==> src/rtl/ps2_hex_formatter_pkg.sv <==
// Shared definitions for the PS/2 hex formatter: ASCII constants, FSM state
// encoding and the nibble-to-ASCII conversion.
package ps2_hex_formatter_pkg;

  localparam logic [7:0] ASCII_SP   = 8'h20;
  localparam logic [7:0] ASCII_CR   = 8'h0D;
  localparam logic [7:0] ASCII_LF   = 8'h0A;
  localparam logic [7:0] ASCII_ZERO = 8'h30;
  localparam logic [7:0] ASCII_A_UC = 8'h41;

  typedef enum logic [2:0] {
    ST_IDLE = 3'd0,
    ST_HI   = 3'd1,
    ST_LO   = 3'd2,
    ST_SEP  = 3'd3,
    ST_LF   = 3'd4
  } fmt_state_e;

  // Uppercase hex digit for a 4-bit value.
  function automatic logic [7:0] nibble_to_ascii(input logic [3:0] n);
    logic [7:0] r;
    if (n < 4'd10) r = ASCII_ZERO + {4'd0, n};
    else           r = ASCII_A_UC + {4'd0, n} - 8'd10;
    return r;
  endfunction

endpackage

==> src/rtl/ps2_hex_formatter_if.sv <==
// Byte-in / character-out signal bundle between the keyboard receiver,
// the formatter and the UART transmit FIFO.
interface ps2_hex_formatter_if;
  // Handshake: in_valid is a one-cycle strobe with no back-pressure toward the
  // keyboard; tx_full is the UART's back-pressure, and wr_en is a one-cycle
  // write strobe that is never raised in response to a cycle with tx_full=1.
  logic       in_valid;
  logic [7:0] in_data;
  logic       tx_full;
  logic       wr_en;
  logic [7:0] wr_data;

  modport slave (
    input  in_valid,
    input  in_data,
    input  tx_full,
    output wr_en,
    output wr_data
  );

  modport master (
    output in_valid,
    output in_data,
    output tx_full,
    input  wr_en,
    input  wr_data
  );
endinterface

==> src/rtl/ps2_hex_formatter_byte_fifo.sv <==
// Synchronous FIFO with show-ahead output; a push while full is accepted only
// when a pop happens in the same cycle.
module ps2_hex_formatter_byte_fifo #(
  parameter int WIDTH = 8,
  parameter int DEPTH = 4
) (
  input  logic             clk,
  input  logic             rst,
  input  logic             push_i,
  input  logic             pop_i,
  input  logic [WIDTH-1:0] din_i,
  output logic [WIDTH-1:0] dout_o,
  output logic             empty_o,
  output logic             full_o
);

  localparam int AW = (DEPTH > 1) ? $clog2(DEPTH) : 1;

  logic [WIDTH-1:0] mem_q [DEPTH];
  logic [AW-1:0]    wr_ptr_q;
  logic [AW-1:0]    rd_ptr_q;
  logic [AW:0]      count_q;
  logic [AW:0]      count_d;
  logic             do_push;
  logic             do_pop;

  assign empty_o = (count_q == '0);
  assign full_o  = (count_q == (AW+1)'(DEPTH));
  assign do_pop  = pop_i && !empty_o;
  assign do_push = push_i && (!full_o || do_pop);
  assign dout_o  = mem_q[rd_ptr_q];

  always_comb begin
    count_d = count_q;
    if (do_push && !do_pop)      count_d = count_q + (AW+1)'(1);
    else if (!do_push && do_pop) count_d = count_q - (AW+1)'(1);
  end

  // Storage carries no reset; only the pointers define occupancy.
  always_ff @(posedge clk) begin
    if (do_push) mem_q[wr_ptr_q] <= din_i;
  end

  always_ff @(posedge clk) begin
    if (rst) begin
      wr_ptr_q <= '0;
      rd_ptr_q <= '0;
      count_q  <= '0;
    end else begin
      if (do_push) wr_ptr_q <= wr_ptr_q + AW'(1);
      if (do_pop)  rd_ptr_q <= rd_ptr_q + AW'(1);
      count_q <= count_d;
    end
  end

endmodule

==> src/rtl/ps2_hex_formatter.sv <==
// Turns received PS/2 bytes into "HH " text (CR LF every LINE_BYTES bytes)
// and paces the characters into a UART write port, at most one per two cycles.
module ps2_hex_formatter
  import ps2_hex_formatter_pkg::*;
#(
  parameter int DEPTH      = 4,
  parameter int LINE_BYTES = 8
) (
  input  logic                  clk,
  input  logic                  rst,
  ps2_hex_formatter_if.slave    bus,
  output logic [7:0]            drop_cnt,
  output logic                  busy,
  output fmt_state_e            dbg_state
);

  localparam int CW = (LINE_BYTES > 1) ? $clog2(LINE_BYTES) : 1;
  localparam logic [CW-1:0] COL_LAST = CW'(LINE_BYTES - 1);

  fmt_state_e    state_q;
  logic [7:0]    cur_q;
  logic [CW-1:0] col_q;
  logic          gap_q;
  logic          wr_en_q;
  logic [7:0]    wr_data_q;
  logic [7:0]    drop_cnt_q;

  logic          fifo_push;
  logic          fifo_pop;
  logic          fifo_empty;
  logic          fifo_full;
  logic [7:0]    fifo_dout;
  logic          drop;
  logic          can_emit;
  logic [7:0]    emit_char;

  assign fifo_pop  = (state_q == ST_IDLE) && !fifo_empty;
  assign fifo_push = bus.in_valid && (!fifo_full || fifo_pop);
  assign drop      = bus.in_valid && !fifo_push;

  ps2_hex_formatter_byte_fifo #(
    .WIDTH (8),
    .DEPTH (DEPTH)
  ) u_fifo (
    .clk     (clk),
    .rst     (rst),
    .push_i  (fifo_push),
    .pop_i   (fifo_pop),
    .din_i   (bus.in_data),
    .dout_o  (fifo_dout),
    .empty_o (fifo_empty),
    .full_o  (fifo_full)
  );

  // gap blocks the cycle right after a write so tx_full can catch up.
  assign can_emit = (state_q != ST_IDLE) && !bus.tx_full && !gap_q;

  always_comb begin
    emit_char = 8'h00;
    case (state_q)
      ST_HI:   emit_char = nibble_to_ascii(cur_q[7:4]);
      ST_LO:   emit_char = nibble_to_ascii(cur_q[3:0]);
      ST_SEP:  emit_char = (col_q == COL_LAST) ? ASCII_CR : ASCII_SP;
      ST_LF:   emit_char = ASCII_LF;
      default: emit_char = 8'h00;
    endcase
  end

  always_ff @(posedge clk) begin
    if (rst) begin
      state_q    <= ST_IDLE;
      cur_q      <= 8'h00;
      col_q      <= '0;
      gap_q      <= 1'b0;
      wr_en_q    <= 1'b0;
      wr_data_q  <= 8'h00;
      drop_cnt_q <= 8'h00;
    end else begin
      wr_en_q <= 1'b0;
      gap_q   <= 1'b0;
      if (drop && (drop_cnt_q != 8'hFF)) drop_cnt_q <= drop_cnt_q + 8'd1;

      if (state_q == ST_IDLE) begin
        if (!fifo_empty) begin
          cur_q   <= fifo_dout;
          state_q <= ST_HI;
        end
      end else if (can_emit) begin
        wr_en_q   <= 1'b1;
        wr_data_q <= emit_char;
        gap_q     <= 1'b1;
        case (state_q)
          ST_HI:   state_q <= ST_LO;
          ST_LO:   state_q <= ST_SEP;
          ST_SEP: begin
            if (col_q == COL_LAST) begin
              col_q   <= '0;
              state_q <= ST_LF;
            end else begin
              col_q   <= col_q + CW'(1);
              state_q <= ST_IDLE;
            end
          end
          default: state_q <= ST_IDLE;
        endcase
      end
    end
  end

  assign bus.wr_en   = wr_en_q;
  assign bus.wr_data = wr_data_q;
  assign drop_cnt    = drop_cnt_q;
  // Stays high through the cycle carrying the final write strobe.
  assign busy        = !fifo_empty || (state_q != ST_IDLE) || wr_en_q;
  assign dbg_state   = state_q;

endmodule

==> src/flat_wrapper.sv <==
// flat-port wrapper written by rule: the top's interface ports become plain ports
module ps2_hex_formatter_flat import ps2_hex_formatter_pkg::*;
#(
  parameter int DEPTH      = 4,
  parameter int LINE_BYTES = 8
)
  (clk, rst, drop_cnt, busy, dbg_state, bus_in_valid, bus_in_data, bus_tx_full, bus_wr_en, bus_wr_data);
  ps2_hex_formatter_if bus_i ();
  input  logic clk;
  input  logic rst;
  output logic [7:0] drop_cnt;
  output logic busy;
  output fmt_state_e dbg_state;
  input wire logic [$bits(bus_i.in_valid)-1:0] bus_in_valid;
  input wire logic [$bits(bus_i.in_data)-1:0] bus_in_data;
  input wire logic [$bits(bus_i.tx_full)-1:0] bus_tx_full;
  output wire logic [$bits(bus_i.wr_en)-1:0] bus_wr_en;
  output wire logic [$bits(bus_i.wr_data)-1:0] bus_wr_data;
  assign bus_i.in_valid = bus_in_valid;
  assign bus_i.in_data = bus_in_data;
  assign bus_i.tx_full = bus_tx_full;
  assign bus_wr_en = bus_i.wr_en;
  assign bus_wr_data = bus_i.wr_data;
  ps2_hex_formatter #(.DEPTH(DEPTH), .LINE_BYTES(LINE_BYTES)) u_core (.clk(clk), .rst(rst), .bus(bus_i), .drop_cnt(drop_cnt), .busy(busy), .dbg_state(dbg_state));
endmodule
==> config.mk <==
export PLATFORM = sky130hd
export DESIGN_NAME = ps2_hex_formatter_flat
export DESIGN_NICKNAME = d
export VERILOG_FILES = /design/src/rtl/ps2_hex_formatter_pkg.sv /design/src/rtl/ps2_hex_formatter_if.sv /design/src/rtl/ps2_hex_formatter_byte_fifo.sv /design/src/rtl/ps2_hex_formatter.sv /design/src/flat_wrapper.sv
export SDC_FILE = /design/constraint.sdc
export NUM_CORES = 1
export LEC_CHECK = 0
export BUFFER_PORTS_ARGS = -buffer_cell sky130_fd_sc_hd__buf_2
export CAP_MARGIN = 10
export CORE_MARGIN = 3
export CORE_UTILIZATION = 55
export CTS_BUF_LIST = sky130_fd_sc_hd__clkbuf_8
export DETAILED_ROUTE_END_ITERATION = 7
export PLACE_DENSITY = 0.75
export SLEW_MARGIN = 25
export SYNTH_ARGS = -nofsm -noshare
export SYNTH_HDL_FRONTEND = slang
export SYNTH_HIERARCHICAL = 1
export SYNTH_SLANG_ARGS = --single-unit
==> constraint.sdc <==
create_clock -name clk -period 3.7 [get_ports clk]
set_input_delay 0.185 -clock clk [delete_from_list [all_inputs] [get_ports clk]]
set_output_delay 0.185 -clock clk [all_outputs]
set_load 0.005 [all_outputs]
* Word-level counts from Yosys, hierarchy flattened
Memory sizes are Yosys's and may differ from the RTL's. A register that Yosys moved wholly into a read port is not among the register bits.
Index checks and enable logic that the tools add are counted.
** Cells by class
- $add $sub $neg :: 12
- Multiply operators :: 0
- Divide/modulo/power cells :: 0
- $lt $le $gt $ge :: 2
- Equality and inequality tests :: 8
- Shift operators :: 0
- Multiplexer cells :: 15
- Bitwise operators :: 2
- Reductions and logical operators :: 31
** Operators with widths (number)
- one-hot mux 8 bit (4 select lines) :: 1
- 2-to-1 mux 3 bit :: 7
- adder 7 x 4 -> 8 bit (first input constant) :: 2
- 2-to-1 mux 8 bit :: 2
- subtractor 8 x 4 -> 8 bit (second input constant) :: 2
- adder 6 x 4 -> 7 bit (first input constant) :: 2
- logical AND 1 bit :: 10
- equality test 3 bit (second input constant) :: 3
- one-hot mux 3 bit (3 select lines) :: 1
- adder 8 x 1 -> 8 bit (second input constant) :: 1
- less-than comparator 4 bit (second input constant) :: 2
- inequality test 8 bit (second input constant) :: 1
- zero test 1 bit :: 7
- adder 3 x 1 -> 3 bit (second input constant) :: 2
- equality test 3 x 2 -> 1 bit (second input constant) :: 2
- zero test 3 bit :: 2
- 2-to-1 mux 6 bit :: 1
- AND reduction 2 bit :: 3
- adder 2 x 1 -> 2 bit (second input constant) :: 2
- logical OR 1 bit :: 4
- nonzero test 2 bit :: 2
- equality test 3 x 1 -> 1 bit (second input constant) :: 1
- 2-to-1 mux 1 bit :: 3
- AND reduction 3 bit :: 1
- 5 further kinds :: 6
** Storage, ports and cells
- Flip-flop bits (word level) :: 30
- Bits in latches :: 0
- RAM bits :: 32
- ROM bits :: 0
- Input port bits :: 12
- Output and inout bits :: 21
- Logic and storage cells :: 79
- Memories :: 1
** Memories
- u_core.u_fifo.mem_q :: words 4, bits a word 8, read ports 1, clocked after Yosys merged registers in 1, wr ports 1, line ps2_hex_formatter_byte_fifo.sv:19 : logic [WIDTH-1:0] mem_q [DEPTH];

* Depth between registers and ports, before layout
- Depth after elaboration :: 10
- Mapped depth :: 12
- Gate-level depth less buffers :: 11

* By module
The synthesis kept the hierarchy.
** Modules (own cells, without submodules)
- ps2_hex_formatter_byte_fifo :: instances 1, cells an instance 90, area an instance 1632.8 µm², sequential area each 1141.1 µm²
- ps2_hex_formatter :: instances 1, cells an instance 193, area an instance 1596.5 µm², sequential area each 600.6 µm²

* Least setup slack after synthesis
OpenSTA, ideal clock, no wires.
- Path type :: register to register
- Start point :: register u_core.state_q[1], in the netlist u_core/dbg_state[1]
- End point :: register u_core.u_fifo.count_q[2]
- Library setup time :: 0.070 ns
- Arrival :: 2.900 ns
- Required time :: 3.630 ns
- Setup slack :: 0.730 ns
- Stages on the path, launching flop included :: 12
- Path buffers :: 2
- Clock period less this slack :: 2.970 ns
- Cell sequence :: dfxtp_1 > buf_6 > or4_4 > buf_2 > a21boi_0 > a21boi_2 > ha_1 > inv_1 > fa_1 > xor2_1 > or3_2 > a21oi_1
** Between the ends
- Word-level cells in the longest chain between the ends :: 8
- Elaborated cells on any way between the ends :: 13
- Classes of those cells :: 1 x mux; 12 x reduce/logical
** Ends and longest elaborated chain
- start: declaration :: line ps2_hex_formatter.sv:20 : fmt_state_e state_q;
- start signal: assignment :: line ps2_hex_formatter.sv:71 : state_q <= ST_IDLE;
- start signal: assignment :: line ps2_hex_formatter.sv:86 : state_q <= ST_HI;
- start signal: assignment :: line ps2_hex_formatter.sv:93 : ST_HI: state_q <= ST_LO;
- zero test 3 bit (*) :: line ps2_hex_formatter.sv:37 : assign fifo_pop = (state_q == ST_IDLE) && !fifo_empty;
- logical AND 1 bit (*) :: line ps2_hex_formatter.sv:37
- logical OR 1 bit (*) :: line ps2_hex_formatter.sv:38 : assign fifo_push = bus.in_valid && (!fifo_full || fifo_pop);
- logical AND 1 bit (*) :: line ps2_hex_formatter.sv:38
- via u_core.fifo_push :: line ps2_hex_formatter.sv:28 : logic fifo_push;
- logical AND 1 bit (*) :: line ps2_hex_formatter_byte_fifo.sv:30 : assign do_push = push_i && (!full_o || do_pop);
- via u_core.u_fifo.do_push :: line ps2_hex_formatter_byte_fifo.sv:24 : logic do_push;
- zero test 1 bit :: line ps2_hex_formatter_byte_fifo.sv:36 : else if (!do_push && do_pop) count_d = count_q - (AW+1)'(1);
- logical AND 1 bit :: line ps2_hex_formatter_byte_fifo.sv:36
- nonzero test 2 bit (no source line)
- end signal: assignment :: line ps2_hex_formatter_byte_fifo.sv:52 : count_q <= count_d;
- end: declaration :: line ps2_hex_formatter_byte_fifo.sv:22 : logic [AW:0] count_q;
The timed path passes the listed nets; every way through them passes the cells marked *.
A chain may end at the register's enable or synchronous reset.

* Worst setup path in the final report
- Start point :: register u_core.u_fifo.count_q[0]
- End point :: register u_core.u_fifo.count_q[2]
** Between the ends
- Word-level cells in the longest chain between the ends :: 9
- Elaborated cells on any way between the ends :: 19
- Classes of those cells :: 2 x add/sub; 1 x eq/ne; 2 x mux; 14 x reduce/logical
** Ends and longest elaborated chain
- zero test 3 bit (*) :: line ps2_hex_formatter_byte_fifo.sv:27 : assign empty_o = (count_q == '0);
- via u_core.fifo_empty :: line ps2_hex_formatter.sv:30 : logic fifo_empty;
- zero test 1 bit (*) :: line ps2_hex_formatter.sv:37
- logical AND 1 bit (*) :: line ps2_hex_formatter.sv:37
- logical OR 1 bit (*) :: line ps2_hex_formatter.sv:38
- logical AND 1 bit (*) :: line ps2_hex_formatter.sv:38
- via u_core.fifo_push :: line ps2_hex_formatter.sv:28
- logical AND 1 bit (*) :: line ps2_hex_formatter_byte_fifo.sv:30
- via u_core.u_fifo.do_push :: line ps2_hex_formatter_byte_fifo.sv:24
- zero test 1 bit :: line ps2_hex_formatter_byte_fifo.sv:36
- logical AND 1 bit :: line ps2_hex_formatter_byte_fifo.sv:36
- nonzero test 2 bit (no source line)
The timed path passes the listed nets; every way through them passes the cells marked *. The select of a mux whose other input is x is not followed.

==> run summary <==
Slew margin rel. - 54.7%
Postcts setup bufs - 0
Port Buffers - 31
Pre-antenna DRT Iters - 4
Fin nets - 334
CTS Buffer Depth - 2
Sequential power share - 46.0%
Layout cell share with drive strength beyond 1 - 21.3%
Post-synthesis xor/xnor area fraction - 1.90%
HPWL Detailed - 4.14 mm
RSZ-0062 raised after global routing - no
Number of enable flip-flop cells after synthesis - 32
CTS Buf Count - 9
Fin area - 3580 um^2
Top FF cell, synth - dfxtp_1
Crit. Startpoint - u_core/u_fifo/count_q[0]$_SDFFE_PP0P_
Initial core utilization - 57.6%
Sequential share of the synthesized area - 53.9%
Placed cell areas - 3410 um^2
Multiplexer share of the synthesized area - 7.90%
Uppermost routed layer - met4
Drt drc - 0
Area leader, netlist - edfxtp_1
Clock sinks - 71
Hold Path Depth - 1
Initial DRC Count - 142
R2R setup slack - 0.55 ns
Area growth from synthesis to layout - 11.0%
Synth top area cells - edfxtp_1 (30%), dfxtp_1 (24%), mux4_2 (5.6%)
#FFs+latches synth - 71
Tmin final - 3.15 ns
Switching part of the total - 33.3%
CP Data Required Time - 3.97 ns
Non-filler instance count after layout - 387
Mapped Nets - 306
DR WL/cell - 15.7 um
Max Slew Vio Count - 0
Max cap viols - 0
Largest family of logic cells by synthesized area - simple AND/OR/NAND/NOR gates
F_max - 317 MHz
Simple-gate share of the synthesized area - 14.3%
# hold bufs at CTS - 0
Clock Tree Root - clkbuf_8
Syn Inst Count - 283
DP Cell Count - 372
Clock power share - 24.4%
Avg Inst Size Synth - 11.4 um^2
H-tree Lvls - 3
Worst-Margin Slew - 0.680 ns
Routed met1 length - 2.74 mm
VDD IR-drop max - 0.000328 V
Post-synthesis adder-cell area fraction - 4.49%
Post-synth ARST share - 0%
Pleak - 1.34 nW
Outcome - finished, final reports clean
Routability Congestion - 0.783
R2r startpoint - u_core/u_fifo/count_q[0]$_SDFFE_PP0P_
Die Wd - 82.6 um
Worst hold path type - in2reg
Row cnt - 27
Final number of hold-violating endpoints - 0
WL final - 6.09 mm
Unique masters post-synth - 57
Clk Latency, worst-skew pair - 0.34 ns
Vias/cell - 5.72
Worst setup SP type - register
Internal power - 1.57 mW
Largest net degree at the start of global routing - 39
WP data arrival - 3.42 ns
Switching power - 0.782 mW
Reg clk slew, reported paths - 0.07 ns
R2R depth - 10
Post-cts sizing count - 0
Final setup vio count - 0
Via count - 2213
GRT Util Overall - 20.1%
CTS tree - yes
Setup Skew - 0.00875 ns
Crit path max fanout - 11
Global-route wire length before repair - 10.1 mm
Setup TNS - 0 ns
Power per cell area - 655 nW/um^2
Critical setup path kind - reg2reg
Chip height - 82.6 um
Top-Level Pins - 33
Gate power share - 29.5%
Post-synthesis compound-gate area fraction - 13.3%
Detail Route Antenna Nets - 0
HP Start - bus_in_data[7]
Core box area - 5610 um^2
CP endpoint kind - register
Yosys Warn Count - 6
Share of the synthesized area in the top cell type - 29.8%
Grt total ovfl - 0
Synthesized area - 3230 um^2
Initial antenna violation count - 0
Met2 WL - 2.94 mm
Met3 Wirelength - 292 um
Antenna diodes - 0
Share of the clock period used by the worst path - 85.2%
Total Die Area - 6830 um^2
Vias in the first global route - 2126
==> cell usage after synthesis, drive strengths merged, types with 3 or more instances <==
master / instances
nand2: 24
buf: 8
nand4: 3
nor3: 4
nor2: 16
clkbuf: 8
o21ai: 15
and2: 4
mux4: 8
a22oi: 3
mux2i: 6
a211o: 3
dfxtp: 39
nand2b: 6
ha: 10
inv: 11
edfxtp: 32
nor2b: 4
nand3: 6
or3: 7
xor2: 5
a21oi: 25
==> routing by layer <==
metal  global-route usage (%)  vias up
li1                         -     1089
met1                     25.2     1064
met2                     32.9       51
met3                     5.97        9
met4                     7.68        0
met5                        0        -
==> cell type report <==
type	count	area (um^2)
clock inverter	6	53.8
clock buffer	9	124
timing repair buffer	33	170
inverter	12	46.3
sequential	71	1740
fill	452	2020
multi-input combinational	184	1360
tap	72	90.1
==> layout by cell type, fill, tap and decap left out, types with 9 or more instances in the layout <==
cell type / n
a21oi_1: 25
buf_2: 31
clkbuf_8: 9
dfxtp_1: 39
edfxtp_1: 32
ha_1: 10
inv_1: 12
nand2_1: 24
nor2_1: 16
o21ai_0: 13
==> worst paths after layout <==
path                                      endpoint
max          u_core/u_fifo/count_q[2]$_SDFFE_PP0P_
min reg2reg           u_core/col_q[0]$_SDFFE_PP0P_
max reg2reg  u_core/u_fifo/count_q[2]$_SDFFE_PP0P_
min            u_core/u_fifo/mem_q[2][7]$_DFFE_PP_
==> power groups by stage <==
stage	Sequential, mW	Combinational (mW)	Clock, mW
after floorplan	1.04	0.570	0
after global routing	1.10	0.776	0.624
final	1.08	0.693	0.574
after global placement	1.09	0.672	0
after CTS	1.08	0.693	0.584
after detailed placement	1.10	0.686	0
==> registers in the layout, summed over array words and instances, names as in the netlist, 3 cells and up, named ones only <==
signal / cells
u_core/cur_q: 8
u_core/drop_cnt: 8
u_core/u_fifo/count_q: 3
u_core/col_q: 3
u_core/dbg_state: 3
u_core/bus.wr_data: 7
u_core/u_fifo/mem_q: 32
==> through the flow <==
stage	hold WS [ns]	utilization [%]	power (mW)	setup WS, ns
floorplan	0.284	-	1.61	0.730
global placement	0.398	60.7	1.76	0.674
detailed placement	0.406	60.7	1.78	0.579
CTS	0.0524	63.9	2.36	0.562
global route	0.0546	63.9	2.50	0.345
finish	0.0567	63.9	2.35	0.549
==> worst max-delay path: stages, from the launching register on <==
cell,delay [ns]
dfxtp_1,0.46
nor3_1,0.14
or4_4,0.53
a21boi_0,0.22
a21boi_2,0.35
ha_1,0.24
inv_1,0.06
fa_1,0.37
xor2_1,0.16
or3_2,0.41
a21oi_1,0.14
==> cells by family (layout without fill, tap and decap cells) <==
kind of cell    count (synthesis)  count (layout)
simple gates                   85              85
flops                          71              71
compound gates                 65              65
buf+inv                        28              60
mux                            15              15
fa+ha+maj                      11              11
xor+xnor                        7               7
other cells                     1               1
Note: power is estimated with default switching activity, not from simulation.
